## config.mk

```make
export PLATFORM = sky130hd
export DESIGN_NAME = seq_counter_prog
export DESIGN_NICKNAME = d
export VERILOG_FILES = /design/src/rtl/seq_counter_pkg.sv /design/src/rtl/seq_table.sv /design/src/rtl/seq_counter_prog.sv
export SDC_FILE = /design/constraint.sdc
export NUM_CORES = 1
export LEC_CHECK = 0
export CORE_AREA = 2 2 77 79
export CTS_CLUSTER_DIAMETER = 60
export DETAILED_ROUTE_END_ITERATION = 6
export DIE_AREA = 0 0 79 81
export PLACE_DENSITY = 0.79
export RECOVER_POWER = 50
export SLEW_MARGIN = 0
export SYNTH_ARGS = -nofsm -noshare
export SYNTH_HDL_FRONTEND = slang
export SYNTH_SLANG_ARGS = --single-unit
```

## constraint.sdc

```tcl
create_clock -name C -period 5.5 [get_ports C]
set_input_delay 0.825 -clock C [delete_from_list [all_inputs] [get_ports C]]
set_output_delay 0.825 -clock C [all_outputs]
set_load 0.01 [all_outputs]
```

## src/rtl/seq_counter_pkg.sv

```systemverilog
// Shared constants for the programmable sequence counter: default code table
// plus the direction and mode encodings used on DIR and MODE.
package seq_counter_pkg;

    // Default table, entry 0 in the least significant nibble.
    // Entries 0..9 = 4,11,2,0,4,2,10,3,15,1; entries 10..15 = 0.
    localparam logic [15:0][3:0] DEFAULT_SEQ = {
        {6{4'd0}},
        4'd1, 4'd15, 4'd3, 4'd10, 4'd2,
        4'd4, 4'd0,  4'd2, 4'd11, 4'd4
    };

    localparam logic DIR_FWD      = 1'b0;
    localparam logic DIR_BWD      = 1'b1;

    localparam logic MODE_WRAP    = 1'b0;
    localparam logic MODE_ONESHOT = 1'b1;

endpackage

```

## src/rtl/seq_table.sv

```systemverilog
// N x W code table: async reset to the default sequence, one synchronous
// write port and one combinational read port addressed by the current index.
module seq_table
    import seq_counter_pkg::*;
#(
    parameter int W  = 4,
    parameter int N  = 10,
    parameter int AW = 4
) (
    input  logic          C,
    input  logic          R,
    input  logic          WE,
    input  logic [AW-1:0] WA,
    input  logic [W-1:0]  WD,
    input  logic [AW-1:0] IDX,
    output logic [W-1:0]  Q
);

    logic [W-1:0] mem [N];

    // Table storage: restore defaults on reset, accept in-range writes only.
    always_ff @(posedge C or posedge R) begin
        if (R) begin
            for (int i = 0; i < N; i++) begin
                mem[i] <= W'(DEFAULT_SEQ[i]);
            end
        end else if (WE && (int'(WA) < N)) begin
            mem[WA] <= WD;
        end
    end

    // Combinational read so a step and a write landing together show at once.
    always_comb begin
        Q = '0;
        if (int'(IDX) < N) begin
            Q = mem[IDX];
        end
    end

endmodule

```

## src/rtl/seq_counter_prog.sv

```systemverilog
// Programmable arbitrary-sequence counter. Walks an index through a
// rewritable code table, forward or backward, wrapping or one-shot, with a
// runtime length and a jump load. Q is the table entry at the current index.
module seq_counter_prog
    import seq_counter_pkg::*;
#(
    parameter int W  = 4,
    parameter int N  = 10,
    parameter int AW = 4
) (
    input  logic          C,
    input  logic          R,
    input  logic          EN,
    input  logic          DIR,
    input  logic          MODE,
    input  logic [AW-1:0] LEN,
    input  logic          LD,
    input  logic [AW-1:0] LA,
    input  logic          WE,
    input  logic [AW-1:0] WA,
    input  logic [W-1:0]  WD,
    output logic [W-1:0]  Q,
    output logic [AW-1:0] IDX,
    output logic          TC,
    output logic          DONE
);

    localparam logic [AW-1:0] LAST_MAX = AW'(N - 1);

    logic [AW-1:0] last;
    logic [AW-1:0] idx_q;
    logic [AW-1:0] idx_d;
    logic          done_q;
    logic          done_d;
    logic          at_end_fwd;
    logic          at_end_bwd;
    logic          step;

    // Last valid index for the active length; 0 or out-of-range means full table.
    always_comb begin
        last = LAST_MAX;
        if ((LEN != '0) && (int'(LEN) <= N)) begin
            last = LEN - AW'(1);
        end
    end

    // Terminal detection; forward uses >= so a shrunk LEN below IDX still terminates.
    always_comb begin
        at_end_fwd = (idx_q >= last);
        at_end_bwd = (idx_q == '0);
        step       = EN && !done_q;
        TC         = step && ((DIR == DIR_BWD) ? at_end_bwd : at_end_fwd);
    end

    // Next index/DONE: jump load beats stepping, stepping beats hold.
    always_comb begin
        idx_d  = idx_q;
        done_d = done_q;
        if (LD) begin
            idx_d  = (LA > last) ? last : LA;
            done_d = 1'b0;
        end else if (step) begin
            if (DIR == DIR_FWD) begin
                if (at_end_fwd) begin
                    if (MODE == MODE_WRAP) idx_d  = '0;
                    else                   done_d = 1'b1;
                end else begin
                    idx_d = idx_q + AW'(1);
                end
            end else begin
                if (at_end_bwd) begin
                    if (MODE == MODE_WRAP) idx_d  = last;
                    else                   done_d = 1'b1;
                end else if (idx_q > last) begin
                    idx_d = last;
                end else begin
                    idx_d = idx_q - AW'(1);
                end
            end
        end
    end

    // Index and DONE registers.
    always_ff @(posedge C or posedge R) begin
        if (R) begin
            idx_q  <= '0;
            done_q <= 1'b0;
        end else begin
            idx_q  <= idx_d;
            done_q <= done_d;
        end
    end

    assign IDX  = idx_q;
    assign DONE = done_q;

    seq_table #(
        .W  (W),
        .N  (N),
        .AW (AW)
    ) u_table (
        .C   (C),
        .R   (R),
        .WE  (WE),
        .WA  (WA),
        .WD  (WD),
        .IDX (idx_q),
        .Q   (Q)
    );

endmodule
```

[Yosys cells after proc, flatten, opt, wreduce, memory -nomap -nowiden]
Cells that the tools add are included.
Storage, ports and cells
  bits in registers: 45
  bits of input ports: 23
  output and inout port bits: 10
Operators by class
  add/subtract/negate cells: 3
  magnitude comparators: 9
  equal/unequal tests: 3
  mux-type cells: 24
  bitwise operators: 2
  reductions and logical operators: 12
Operator list (number)
  2-to-1 mux 4 bit: 14
  bitwise mux 40 bit: 1
  binary-select mux 4 bit (select 4 bit): 1
  demux 4 bit (select 4 bit): 1
  greater-or-equal comparator 5 bit, second input constant: 2
  inverter 4 -> 5 bit: 2
  > comparator 4 bit: 2
  < comparator 4 bit, second input constant: 2
  inequality test 4 bit, second input constant: 2
  subtractor 4 x 1 -> 4 bit, second input constant: 2
  2-to-1 mux 1 bit: 7
  AND reduction 3 bit: 2
  logical AND 1 bit: 5
  < comparator 5 x 1 -> 1 bit, second input constant: 1
  adder 4 x 1 -> 4 bit, second input constant: 1
  greater-or-equal comparator 4 bit: 1
  <= comparator 4 bit, second input constant: 1
  logical NOT 4 bit: 1
  nonzero test 4 bit: 1
  inequality test 3 x 1 -> 1 bit, second input constant: 1
  nonzero test 3 bit: 1
  nonzero test 2 bit: 1
  logical NOT 1 bit: 1

[Logic depth before layout (Yosys ltp)]
Gate-level depths: netlist (run 1).
  depth in word-level cells: 9
  gate-level depth with buffers: 13
  gate-level depth less buffers: 13

[Cells and area by module]
Synthesis (run 1) repeated with hierarchy kept, for this count alone.
Second synthesis, totals
  cells, all modules: 241
  area total of the unflattened synthesis: 2778.9 um^2
By module, submodules not included
  seq_table: times used 1, cells an instance 146, area an instance 1969.4 um^2, sequential area each 1021.0 um^2
  seq_counter_prog: times used 1, cells an instance 95, area an instance 809.5 um^2, sequential area each 125.1 um^2

[Worst setup path before layout (run 1)]
No wires, ideal clock.
  kind: input-to-output
  start: input LEN[0]
  end: output TC
  arrival time: 2.512 ns
  required time: 4.675 ns
  slack: 2.163 ns
  stages on the path: 10
  buffers on the path: 0
  cell sequence: inv_1 ha_1 o21bai_1 a21oi_1 a41o_1 ha_1 a21oi_1 nand3_1 nand2_1 nor2_1
Between the ends
  cells in the longest elaborated chain, start to end: 6
Ends and longest elaborated chain
  from (decl): RTL line seq_counter_prog.sv:16  | input logic [AW-1:0] LEN,
  <= comparator 4 bit / nonzero test 4 bit (equally long branches): RTL line seq_counter_prog.sv:42  | if ((LEN != '0) && (int'(LEN) <= N)) begin
  logical AND 1 bit: RTL line seq_counter_prog.sv:42
  2-to-1 mux 4 bit *: RTL line seq_counter_prog.sv:42
  greater-or-equal comparator 4 bit *: RTL line seq_counter_prog.sv:49  | at_end_fwd = (idx_q >= last);
  2-to-1 mux 1 bit *: RTL line seq_counter_prog.sv:52  | TC = step && ((DIR == DIR_BWD) ? at_end_bwd : at_end_fwd);
  logical AND 1 bit *: RTL line seq_counter_prog.sv:52
  to (decl): RTL line seq_counter_prog.sv:24  | output logic TC,
Mark *: on every way between the ends. The rest lies on a longest branch, timed or not.

[Final worst setup path (run 1)]
Ends and elaborated chain as after synthesis.

==> flow_summary.ini, run 1 <==
[synthesis]
synthMuxAreaShare_pct = 29.41
yosys-top-cells-count = mux2_2 (42), dfrtp_1 (29), dfstp_2 (16)
synth_ff_type = dfrtp_1
yosys_register_bits = 45
synth-edff-count = 0
netlist_area_sq_mm = 0.002698
synthAdderAreaFrac_pct = 6.030
ys_async_sr_fraction_pct = 100.0
synthMostInstantiatedCell = mux2_2
yosys.cell_types.count = 41
seq_area_frac_synth_pct = 42.49
synth_top_family_by_area = multiplexers
synth_compound_area_share_pct = 9.416
synth.avg_cell_area_sq_um = 12.10
syn_inst = 223
yosysTopAreaCell = dfrtp_1
synth_top_area_share_pct = 26.90
ys_warn_count = 0
synth-xor-area-share_pct = 1.299
yosys.area_share.simple_pct = 7.931
synthTopCellsByArea = dfrtp_1 (27%), mux2_2 (18%), dfstp_2 (16%)
syn_nets = 259

[floorplanning]
core_area_sq_mm = 0.005675
ios = 33
start_util_pct = 47.53
die_h_um = 81
fp.dieW_um = 79
placement_rows = 28
die-area_sq_mm = 0.006399

[layout]
antennaDiodeCount = 0
fin_area_sq_mm = 0.003181
area_delta_synth_final_pct = 17.90
drive_gt1_share_pct = 32.03
final_nets = 291
final_util_pct = 56.04

[clock_network]
clk_path_buf_depth = 2
post_cts_buffers = 0
clock_latency_ns = 0.29
cts_hold_buffers = 0
cts-resized-gates = 0
cts_tree = yes
numCtsBuffers = 5
clkSlewWorstSetupHoldPaths_ns = 0.08
cts_sinks = 45
cts_root_buf = clkbuf_8
ctsHtreeMaxLevel = 2

[timing]
tns_ns = 0
rsz0062_at_grt = false
final_hold_viol_count = 0
hold_slack_ns = 0.5044
skew_ns = 0.0004753
slew_headroom_pct = -58.09
setup_viol = 0
period_share_pct = 82.53
post-route-min-period_ns = 4.539
final-max-slew-violation-count = 46
clock.fmax_mhz = 220.3
tightest_slew_ns = 2.371

[place]
dp_hpwl_um = 3916
gp_congestion = 0.8733
port_buffers = 32
place_area_sq_mm = 0.003083

[setup_path]
start_kind = primary input
worst_r2r_endpoint = IDX[0]$_DFFE_PP0P_
r2r-start = IDX[1]$_DFFE_PP0P_
worstPathCellList = clkdlybuf4s50_1 -> inv_1 -> ha_1 -> nor2b_1 -> nor3b_1 -> o21ai_0 -> ha_1 -> and4_1 -> nor2_1 -> nand3_1 -> nand2_1 -> nor2_1 -> clkdlybuf4s50_1
crit_path_end_kind = output pin
reg2regPathDepth = 8
cpPeakStageDelay_ns = 0.50
critPathMaxFanout = 7
critPathKind = in2out
cp.arrival_ns = 3.71
slowest_stage = clkdlybuf4s50_1
critPathRequiredTime_ns = 4.68
rrSetupSlack_ns = 2.76

[global_route]
first_global_vias = 1882
gr-total-overflow = 0
grt_max_degree = 46
grt_usage_pct = 18.73
antenna_found_initial = 0
grt_pass1_wl_um = 9108

[detailed_routing]
wl_per_cell_um = 16.58
drt-initial-drc-count = 65
vias = 1882
route.detailed.drc = 0
vias_per_cell = 5.686
ant_nets = 0
wl_um = 5489
drt_pass1_iterations = 4

[run_status]
status = finished with violations
violations = max-capacitance violations, max-slew violations

[min_path]
min_from = u_table.mem[27]$_DFFE_PP0P_
holdPathEnd = u_table.mem[27]$_DFFE_PP0P_
hold_class = reg2reg
hold_depth = 1

[run]
max-cap-violations = 1

[power_and_ir_drop]
leakagePower_nw = 1.333
p_per_area_mw_per_mm2 = 341.5
peakVddDrop_mv = 0.2148
## registers in the layout, summed over array words and instances, names as in the netlist
| name | flops |
|---|---|
| DONE | 1 |
| u_table.mem | 40 |
| IDX | 4 |
## per-stage QoR
stage          worst slack (ns)  power (W)  cells
6_report                 0.9606   0.001086    331
5_1_grt                  0.6796   0.001157    331
4_1_cts                  0.9631   0.001098    331
3_5_place_dp             0.9814  0.0008731    323
3_3_place_gp              1.047  0.0008614    323
2_1_floorplan             2.163  0.0007501    223
## worst max-delay path: cells and delay by family
family / cells / cell delay [ns]
buffers and inverters: 3 / 1.06
AO/OA/AOI/OAI: 1 / 0.42
adder cells (fa/ha/maj): 2 / 0.54
AND/OR/NAND/NOR: 7 / 0.87
## cell families (layout without fill, tap and decap cells)
logic type / after synthesis / count (layout)
multiplexers: 64 / 64
XOR/XNOR: 4 / 4
flip-flops: 45 / 45
adder cells (fa/ha/maj): 13 / 13
AND/OR/NAND/NOR: 40 / 40
AO/OA/AOI/OAI: 35 / 35
buffers and inverters: 22 / 55
## where the power goes
group	switching, W	internal, W
sequential	0.0000589	0.000425
combinational	0.000161	0.000221
clock	0.000107	0.000114
## worst max path at each step
stage,depth (start not counted),slack [ns],to,from
6_report,13,0.96,TC,LEN[0]
5_1_grt,13,0.68,TC,LEN[0]
4_1_cts,13,0.96,TC,LEN[0]
3_5_place_dp,13,0.98,TC,LEN[0]
3_3_place_gp,12,1.05,TC,LEN[0]
2_1_floorplan,10,2.16,TC,LEN[0]
## layout by cell type (no fill, tap or decap), types with 2 or more instances in the layout
cell type | synthesis | routed
xnor2_1 | 2 | 2
nand2_1 | 8 | 8
o21ai_0 | 5 | 5
nor3_1 | 3 | 3
mux2_2 | 42 | 42
a21oi_1 | 7 | 7
o22ai_1 | 6 | 6
nand3_1 | 3 | 3
nor2_1 | 10 | 10
nand2b_1 | 4 | 4
a211oi_1 | 2 | 2
nor2b_1 | 2 | 2
mux2i_1 | 14 | 14
or3_1 | 2 | 2
dfrtp_1 | 29 | 29
o21bai_1 | 2 | 2
a31o_2 | 2 | 2
dfstp_2 | 16 | 16
xor2_1 | 2 | 2
mux4_2 | 8 | 8
clkbuf_8 | 0 | 7
inv_1 | 13 | 12
ha_1 | 13 | 13
nor3b_1 | 3 | 3
dlygate4sd3_1 | 0 | 2
clkdlybuf4s50_1 | 0 | 30
o2bb2ai_1 | 2 | 2
nand3b_1 | 2 | 2
## area by class of cell
| class | count | area (sq um) |
|---|---|---|
| Fill cell | 492 | 2495 |
| Multi-Input combinational cell | 156 | 1459 |
| Sequential cell | 45 | 1146 |
| Timing Repair Buffer | 34 | 331.6 |
| Clock buffer | 7 | 96.34 |
| Tap cell | 75 | 93.84 |
| Inverter | 13 | 48.80 |
| Clock inverter | 1 | 5.005 |
## metal layers
| layer | vias to the layer above | routed length, um | track usage [%] |
|---|---|---|---|
| li1 | 882 | - | - |
| met3 | 12 | 209 | 4.000 |
| met5 | - | 0 | 0 |
| met1 | 947 | 2497 | 25.14 |
| met4 | 0 | 106 | 5.517 |
| met2 | 41 | 2676 | 30.85 |
Note: power is estimated with default switching activity, not from simulation.
==> run 2, diff against run 1 <==
--- a/config.mk
+++ b/config.mk
@@ -9,7 +9,7 @@
 export CTS_CLUSTER_DIAMETER = 60
 export DETAILED_ROUTE_END_ITERATION = 6
 export DIE_AREA = 0 0 79 81
-export PLACE_DENSITY = 0.79
+export PLACE_DENSITY = 0.82
 export RECOVER_POWER = 50
 export SLEW_MARGIN = 0
 export SYNTH_ARGS = -nofsm -noshare
==> constraint.sdc (replaced) <==
create_clock -name C -period 4 [get_ports C]
set_input_delay 0.6 -clock C [delete_from_list [all_inputs] [get_ports C]]
set_output_delay 0.6 -clock C [all_outputs]
set_load 0.01 [all_outputs]
==> flow_summary.ini, run 2 (same netlist as run 1, synthesis figures left out) <==
[clock_network]
clkSlewWorstSetupHoldPaths_ns = 0.08
cts_tree = yes
clk_path_buf_depth = 2
cts_sinks = 45
cts_hold_buffers = 0
ctsHtreeMaxLevel = 2
cts_root_buf = clkbuf_8
numCtsBuffers = 5
clock_latency_ns = 0.29

[global_route]
first_global_vias = 1961
antenna_found_initial = 0
grt_pass1_wl_um = 9390
grt_usage_pct = 19.21
grt_max_degree = 46
gr-total-overflow = 0

[setup_path]
critPathRequiredTime_ns = 3.40
r2r-start = IDX[0]$_DFFE_PP0P_
slowest_stage = clkdlybuf4s50_1
cp.buffers_inverters = 3
crit_path_end_kind = output pin
critPathKind = in2out
critPathMaxFanout = 4
worst_r2r_endpoint = IDX[0]$_DFFE_PP0P_
cpPeakStageDelay_ns = 0.50
cp_top_family = buffers and inverters
rrSetupSlack_ns = 1.29
worstPathCellList = clkdlybuf4s50_1 -> inv_1 -> ha_1 -> nor2b_2 -> nor3b_1 -> o21bai_1 -> ha_1 -> nor2b_1 -> o211ai_2 -> nand3_1 -> nand2_1 -> nor2_1 -> clkdlybuf4s50_1
reg2regPathDepth = 9
cp.arrival_ns = 3.23
start_kind = primary input

[layout]
layout_commonest_cell = mux2_2
final_nets = 297
fin_area_sq_mm = 0.003223
antennaDiodeCount = 0
final_cell_mix = mux2_2 (42), dfrtp_1 (29), clkdlybuf4s50_1 (29), dfstp_2 (16), mux2i_1 (14)
fin_cells = 337
largest_register_ffs = 40
top_register = u_table.mem
drive_gt1_share_pct = 34.35
area_delta_synth_final_pct = 19.48
final_util_pct = 56.79

[timing]
slew_headroom_pct = -56.09
skew_ns = 0.0007122
post-route-min-period_ns = 3.828
tns_ns = 0
tightest_slew_ns = 2.341
rsz0062_at_grt = false
final_hold_viol_count = 0
clock.fmax_mhz = 261.2
final-max-slew-violation-count = 46
hold_slack_ns = 0.5076
period_share_pct = 95.71
setup_viol = 0

[power_and_ir_drop]
power.switching_w = 0.0004599
swShare_pct = 30.70
comb_power_share_pct = 36.1
power_frac_clock_pct = 19.6
seq_power_share_pct = 44.4
p_per_area_mw_per_mm2 = 464.8
leakagePower_nw = 1.360
peakVddDrop_mv = 0.3175
internal-power_w = 0.001038

[run_status]
status = finished with violations
violations = max-capacitance violations, max-slew violations

[detailed_routing]
route.detailed.drc = 0
wl_um = 5604
vias_per_cell = 5.641
drt_pass1_iterations = 4
wl_per_cell_um = 16.63
ant_nets = 0
drt-initial-drc-count = 83
vias = 1901

[run]
max-cap-violations = 1

[place]
place_area_sq_mm = 0.003113
gp_congestion = 0.8725
port_buffers = 32
dp_hpwl_um = 4004
placed_cells = 327

[min_path]
hold_class = reg2reg
min_from = u_table.mem[11]$_DFFE_PP0P_
holdPathEnd = u_table.mem[11]$_DFFE_PP0P_
hold_depth = 1

[floorplanning]
fp.dieW_um = 79
ios = 33
die_h_um = 81
core_area_sq_mm = 0.005675
die-area_sq_mm = 0.006399
placement_rows = 28
start_util_pct = 47.53
-- run 2: changes by cell type in the layout (fill, tap and decap cells not counted), sizes merged --
cell,previous run,this run
dlygate4sd3,2,3
clkdlybuf4s50,30,29
clkbuf,8,7
clkinv,2,3
buf,1,7
-- run 2: how the worst max path moves through the flow --
stage,to,start,slack [ns],cells after the start
after global placement,TC,LEN[0],0.22,13
final,TC,LEN[0],0.17,13
after detailed placement,TC,LEN[0],0.17,13
after floorplan,IDX[0]$_DFFE_PP0P_,LEN[0],0.97,12
after global routing,TC,LEN[0],0.01,13
after CTS,TC,LEN[0],0.16,13
-- run 2: layout make-up --
type                            count  area (sq um)
Clock buffer                        6         82.58
Clock inverter                      2         13.76
Fill cell                         495          2452
Inverter                           13         48.80
Multi-Input combinational cell    156          1461
Sequential cell                    45          1146
Tap cell                           75         93.84
Timing Repair Buffer               40         376.6
-- run 2: timing repair --
item | 4_1_cts | 5_1_grt
endpoints found under the setup margin | 0 | 1
setup buffers | 0 | 2
gates resized for setup | 0 | 2
-- run 2: layer usage --
layer	global-route usage, %	up-vias	part of all wire (%)
met2	34.83	43	50
met1	23.54	947	44
li1	-	903	-
met5	0	-	0
met3	2.889	8	4.0
met4	6.379	0	1.7
-- run 2: per-stage QoR --
stage	total power (W)	setup slack (ns)
floorplan	0.001031	0.9658
global placement	0.001190	0.2192
detailed placement	0.001212	0.1679
CTS	0.001509	0.1579
global route	0.001595	0.01055
finish	0.001498	0.1718
-- run 2: power by group through the flow --
| stage | Clock, W | Sequential, W | Combinational (W) |
|---|---|---|---|
| 2_1_floorplan | 0 | 0.000635 | 0.000397 |
| 3_3_place_gp | 0 | 0.000664 | 0.000526 |
| 3_5_place_dp | 0 | 0.000672 | 0.000540 |
| 4_1_cts | 0.000302 | 0.000664 | 0.000544 |
| 5_1_grt | 0.000322 | 0.000680 | 0.000594 |
| 6_report | 0.000293 | 0.000664 | 0.000540 |
==> run 3, diff against run 2 <==
--- a/config.mk
+++ b/config.mk
@@ -5,6 +5,7 @@
 export SDC_FILE = /design/constraint.sdc
 export NUM_CORES = 1
 export LEC_CHECK = 0
+export CAP_MARGIN = 20
 export CORE_AREA = 2 2 77 79
 export CTS_CLUSTER_DIAMETER = 60
 export DETAILED_ROUTE_END_ITERATION = 6
==> results of run 3 <==
Same layout as run 2: the final DEF is identical, and so are final timing and power.
